`config.mk`:
```
export PLATFORM = sky130hd
export DESIGN_NAME = eth_stream_wrr_arbiter
export DESIGN_NICKNAME = d
export VERILOG_FILES = /design/src/rtl/eth_stream_wrr_arbiter.sv
export SDC_FILE = /design/constraint.sdc
export NUM_CORES = 1
export LEC_CHECK = 0
export CORE_MARGIN = 3
export CORE_UTILIZATION = 45
export DETAILED_ROUTE_END_ITERATION = 12
export HOLD_SLACK_MARGIN = 0.1
export PLACE_DENSITY = 0.85
export RECOVER_POWER = 50
export REMOVE_ABC_BUFFERS = 1
export SLEW_MARGIN = 25
export SYNTH_ARGS = -nofsm -noshare
export SYNTH_HDL_FRONTEND = slang
export SYNTH_SLANG_ARGS = --single-unit
```
`constraint.sdc`:
```
create_clock -name clk -period 5.66 [get_ports clk]
set_input_delay 1.132 -clock clk [delete_from_list [all_inputs] [get_ports clk]]
set_output_delay 1.132 -clock clk [all_outputs]
set_load 0.02 [all_outputs]
```
`src/rtl/eth_stream_wrr_arbiter.sv`:
```
// Packet-level weighted round-robin arbiter for streaming requesters.
// Define ETH_ARB_WEIGHTS_EN to enable per-requester packet weights; otherwise each turn is one packet.
module eth_stream_wrr_arbiter #(
  parameter int NUM_REQS = 4,
  parameter int WEIGHT_W = 4,
  parameter int REVERSE  = 0,
  parameter int INDEXW   = $clog2(NUM_REQS)
) (
  input  logic                         clk,
  input  logic                         reset,
  input  logic [NUM_REQS-1:0]          valid_req,
  input  logic [NUM_REQS-1:0]          acknowledge,
  input  logic [NUM_REQS-1:0]          last,
  input  logic [NUM_REQS*WEIGHT_W-1:0] weights,
  output logic [NUM_REQS-1:0]          grant,
  output logic                         valid,
  output logic [INDEXW-1:0]            grant_index,
  output logic [WEIGHT_W-1:0]          credit_left
);

  localparam int unsigned N = NUM_REQS;
  localparam logic [INDEXW-1:0] LAST_IDX = INDEXW'(NUM_REQS - 1);
  // Reverse mode keeps its pointer at the top index so the first search begins there.
  localparam logic [INDEXW-1:0] PTR_RST = (REVERSE != 0) ? LAST_IDX : '0;

  typedef enum logic {
    IDLE,
    GRANT
  } state_e;

  state_e                state_q, state_d;
  logic [INDEXW-1:0]     ptr_q, ptr_d;
  logic [INDEXW-1:0]     idx_q, idx_d;
  logic [WEIGHT_W-1:0]   credit_q, credit_d;
  logic [NUM_REQS-1:0]   grant_q, grant_d;

  logic [INDEXW-1:0]     ptr_step;
  logic [INDEXW:0]       pick_idle, pick_rel;
  logic [WEIGHT_W-1:0]   credit_idle, credit_rel;
  logic                  release_beat;
  logic                  keep_turn;

  // Returns {found, index}: first requester at or after start in search direction, wrapping.
  function automatic logic [INDEXW:0] pick(input logic [NUM_REQS-1:0] req,
                                            input logic [INDEXW-1:0]   start);
    logic              found;
    logic [INDEXW-1:0] sel;
    int unsigned       pos;
    found = 1'b0;
    sel   = '0;
    for (int unsigned k = 0; k < N; k++) begin
      if (REVERSE != 0) pos = (32'(start) + N - k) % N;
      else              pos = (32'(start) + k) % N;
      if (!found && req[INDEXW'(pos)]) begin
        found = 1'b1;
        sel   = INDEXW'(pos);
      end
    end
    return {found, sel};
  endfunction

  always_comb begin
    ptr_step = '0;
    if (REVERSE != 0) ptr_step = (idx_q == '0) ? LAST_IDX : idx_q - 1'b1;
    else              ptr_step = (idx_q == LAST_IDX) ? '0 : idx_q + 1'b1;
  end

  assign pick_idle    = pick(valid_req, ptr_q);
  assign pick_rel     = pick(valid_req, ptr_step);
  assign release_beat = (state_q == GRANT) && acknowledge[idx_q] && last[idx_q];

`ifdef ETH_ARB_WEIGHTS_EN
  logic [WEIGHT_W-1:0] w_arr [NUM_REQS];
  for (genvar gi = 0; gi < NUM_REQS; gi++) begin : g_weight
    assign w_arr[gi] = weights[gi*WEIGHT_W +: WEIGHT_W];
  end

  function automatic logic [WEIGHT_W-1:0] nonzero(input logic [WEIGHT_W-1:0] w);
    return (w == '0) ? WEIGHT_W'(1) : w;
  endfunction

  assign credit_idle = nonzero(w_arr[pick_idle[INDEXW-1:0]]);
  assign credit_rel  = nonzero(w_arr[pick_rel[INDEXW-1:0]]);
  assign keep_turn   = (credit_q > WEIGHT_W'(1)) && valid_req[idx_q];
`else
  logic unused_weights;
  assign unused_weights = ^weights;
  assign credit_idle    = WEIGHT_W'(1);
  assign credit_rel     = WEIGHT_W'(1);
  assign keep_turn      = 1'b0;
`endif

  always_comb begin
    state_d  = state_q;
    ptr_d    = ptr_q;
    idx_d    = idx_q;
    credit_d = credit_q;
    case (state_q)
      IDLE: begin
        if (pick_idle[INDEXW]) begin
          state_d  = GRANT;
          idx_d    = pick_idle[INDEXW-1:0];
          credit_d = credit_idle;
        end
      end
      GRANT: begin
        if (release_beat) begin
          if (keep_turn) begin
            credit_d = credit_q - 1'b1;
          end else begin
            // Rotate past the finished requester and re-arbitrate in the same cycle.
            ptr_d = ptr_step;
            if (pick_rel[INDEXW]) begin
              idx_d    = pick_rel[INDEXW-1:0];
              credit_d = credit_rel;
            end else begin
              state_d  = IDLE;
              idx_d    = '0;
              credit_d = '0;
            end
          end
        end
      end
      default: state_d = IDLE;
    endcase
    grant_d = (state_d == GRANT) ? (NUM_REQS'(1) << idx_d) : '0;
  end

  always_ff @(posedge clk) begin
    if (reset) begin
      state_q  <= IDLE;
      ptr_q    <= PTR_RST;
      idx_q    <= '0;
      credit_q <= '0;
      grant_q  <= '0;
    end else begin
      state_q  <= state_d;
      ptr_q    <= ptr_d;
      idx_q    <= idx_d;
      credit_q <= credit_d;
      grant_q  <= grant_d;
    end
  end

  assign grant       = grant_q;
  assign valid       = (state_q == GRANT);
  assign grant_index = idx_q;
  assign credit_left = credit_q;

endmodule

```
==> results.py <==
metrics = {
    "grt": {
        "first_global_vias": 809,
        "grt_start_max_net_pins": 26,
        "antenna_found_initial": 0,
        "gr-usage-all-layers_pct": 16.6,
        "first_pass_grt_wire_length_um": 3450,
        "gr-total-overflow": 0,
    },
    "worst_setup_path": {
        "gate_family_responsible_for_the_most_delay_along_the_worst_path": "flip-flops",
        "timing.critical_path.slowest_cell_delay_ns": 0.90,
        "number_of_buffers_and_inverters_on_the_critical_path": 1,
        "critical_path.endpoint_type": "output pin",
        "cp_slowest_cell": "sky130_fd_sc_hd__dfxtp_1",
        "timing_worst_setup_path_type": "register to output pin",
        "critical_path.startpoint_type": "register",
        "crit_arrival_ns": 1.92,
        "critical_path_peak_fanout": 25,
        "crit_required_ns": 4.53,
        "path_cells": "clkdlybuf4s50_1",
    },
    "pwr": {
        "seq_power_share_pct": 36.0,
        "share_clk_of_total_power_pct": 18.0,
        "p_sw_uw": 95.8,
        "p_leak_nw": 0.422,
        "power.share.switching_pct": 38.0,
        "vdd_drop_max_v": 0.000200,
        "combPwrFrac_pct": 46.1,
        "intPower_uw": 157,
        "power.density_nw_per_um2": 230,
    },
    "detailed_routing": {
        "postRouteWirelength_um": 2060,
        "detail-route-antenna-nets": 0,
        "first_pass_iters": 4,
        "drt-vias-per-instance": 5.57,
        "via_count": 846,
        "drt_drc_violations_left": 0,
        "post_drt_wl_per_cell_um": 13.5,
        "drt_iter0_drc": 31,
    },
    "layout": {
        "syn_to_final_growth_pct": 18.5,
        "antenna_cells_inserted": 0,
        "instances_no_fill": 152,
        "nets": 162,
        "fillerInstances": 172,
        "share_of_cells_above_drive_strength_1_pct": 12.6,
        "final_core_util_pct": 59.8,
    },
    "clock_tree": {
        "post_cts_resized": 0,
        "post_cts.repair.setup_buffers": 0,
        "tritoncts.num_buffers": 3,
        "cts.clk_slew.worst_paths_ns": 0.05,
        "tritoncts": "done",
        "hold_buffers": 0,
        "tritoncts_num_sinks": 10,
        "skew_pair_late_insertion_delay_ns": 0.26,
        "clock-root-buffer": "sky130_fd_sc_hd__clkbuf_4",
        "clockBufferDepth": 2,
        "cts_max_level": 1,
    },
    "synthesis": {
        "yosysWarnings": 0,
        "synth-async-reset-ratio_pct": 0,
        "netlist_top_cells_area": "sky130_fd_sc_hd__dfxtp_1 22%, sky130_fd_sc_hd__mux2i_1 6.5%, sky130_fd_sc_hd__nor2_1 5.3%",
        "synth_cells": 108,
        "ys_seq_area_share_pct": 21.6,
        "syn-mean-instance-area_um2": 8.60,
        "yosys_register_bits": 10,
        "synth_enable_flop_cells": 0,
        "synth_area_leader_cell": "sky130_fd_sc_hd__dfxtp_1",
        "synth.distinct_cells": 45,
        "synthFlopType": "sky130_fd_sc_hd__dfxtp_1",
        "syn-cell-area_um2": 928,
        "synth_top_area_share_pct": 21.6,
    },
    "timing": {
        "fin_tns_setup_ns": 0,
        "whs_ns": 0.515,
        "max_freq_mhz": 327,
        "final-hold-violation-count": 0,
        "setup-violations-final": 0,
        "maxSlewHeadroom_pct": 39.9,
        "min_period_over_period_pct": 54.0,
        "final.setup_skew_ns": 0.0105,
        "final_critical_path_setup_slack_ns": 2.61,
        "worst_slew_pin_slew_ns": 0.900,
        "period_needed_ns": 3.05,
        "grt_setup_unrepaired": "no",
        "final-max-slew-violation-count": 0,
    },
    "placed_design": {
        "dp_cells": 149,
        "dp_hpwl_um": 1580,
        "place_ws_ns": 2.54,
        "port_buffers": 21,
        "gp_routability_congestion": 0.790,
    },
    "floorplan": {
        "initial_core_util_pct": 50.5,
        "overall_die_width_um": 51.4,
        "rows": 15,
        "ioPinCount": 41,
        "fp.dieArea_um2": 2640,
        "core_area_um2": 1840,
        "die_h_um": 51.4,
    },
    "outcome": {
        "run_status": "finished, final reports clean",
    },
    "hold_path": {
        "worstHoldPathType": "register to register",
    },
    "run": {
        "maxCapViolations": 0,
    },
}
## layout make-up
type	instances	area [µm²]	share of cell area, %
Multi-Input combinational cell	87	613	55.7
Inverter	6	22.5	2.05
Sequential cell	10	200	18.2
Clock buffer	3	22.5	2.05
Tap cell	25	31.3	2.84
Timing Repair Buffer	21	210	19.1
## registers in the layout, summed over array words and instances (netlist names)
register / flops
credit_left: 1
grant: 4
grant_index: 2
ptr_q: 2
valid: 1
## cells in the final DEF (no fill, tap or decap), drive strengths merged, types with 3 or more instances in the layout
cell	count
clkdlybuf4s50	14
clkbuf	3
nor2	14
o21ai	9
nand2	12
inv	6
ha	3
dfxtp	10
dlygate4sd3	7
a21oi	7
conb	3
mux2i	6
nand2b	3
## metal layers
layer  part of all wire, %  global-route usage [%]
met5                     0                       0
met4                  0.39                    3.49
met1                    43                    20.1
met3                   7.0                    3.21
met2                    50                    29.9
## worst paths after layout
path | start | to | slack (ns) | cells past startpoint
worst max-delay path | grant_index[0]$_SDFF_PP0_ | grant_index[0] | 2.61 | 1
worst max register to register | grant_index[0]$_SDFF_PP0_ | grant[1]$_SDFF_PP0_ | 2.71 | 8
worst min register to register | ptr_q[0]$_SDFFE_PP0P_ | ptr_q[0]$_SDFFE_PP0P_ | 0.52 | 2
worst min-delay path | ptr_q[0]$_SDFFE_PP0P_ | ptr_q[0]$_SDFFE_PP0P_ | 0.52 | 2
## power by group through the flow
stage / Combinational [mW] / Clock [mW] / Sequential, mW
after floorplan: 0.0743 / 0 / 0.0987
after global placement: 0.118 / 0 / 0.0922
after detailed placement: 0.121 / 0 / 0.0930
after CTS: 0.122 / 0.0462 / 0.0913
after global routing: 0.126 / 0.0490 / 0.0919
final: 0.116 / 0.0453 / 0.0908
## kinds of logic (layout without fill, tap and decap cells)
logic type,after synthesis,in the layout,share of synthesized area (%)
AOI/OAI and AO/OA,30,30,26.4
other,1,3,0.404
muxes,7,7,7.68
DFF,10,10,21.6
adders and majority gates,3,3,4.04
and+or+nand+nor,43,43,27.9
xor gates and xnor gates,1,1,0.944
buffers and inverters,13,30,11.1
## cell usage after synthesis, types with 2 or more instances
cell type	count
sky130_fd_sc_hd__inv_1	6
sky130_fd_sc_hd__ha_1	3
sky130_fd_sc_hd__dfxtp_1	10
sky130_fd_sc_hd__nand2_1	12
sky130_fd_sc_hd__mux2i_1	6
sky130_fd_sc_hd__or3_1	2
sky130_fd_sc_hd__buf_6	2
sky130_fd_sc_hd__o21ai_1	2
sky130_fd_sc_hd__a21oi_1	7
sky130_fd_sc_hd__o21ai_0	6
sky130_fd_sc_hd__buf_4	3
sky130_fd_sc_hd__nor2_1	13
sky130_fd_sc_hd__a21o_1	2
sky130_fd_sc_hd__nand2b_1	2
sky130_fd_sc_hd__nor4_2	2
## worst min-delay path, cell delays in order, from the launching register on
cell	delay, ns
sky130_fd_sc_hd__dfxtp_1	0.33
sky130_fd_sc_hd__o21ai_0	0.08
sky130_fd_sc_hd__a21oi_1	0.06
## metrics by stage
| step | instance area (µm²) | total power [mW] |
|---|---|---|
| floorplan | 856 | 0.173 |
| global placement | 1100 | 0.210 |
| detailed placement | 1100 | 0.214 |
| CTS | 1120 | 0.259 |
| global route | 1100 | 0.267 |
| finish | 1100 | 0.252 |
(Power assumes the default switching activity.)
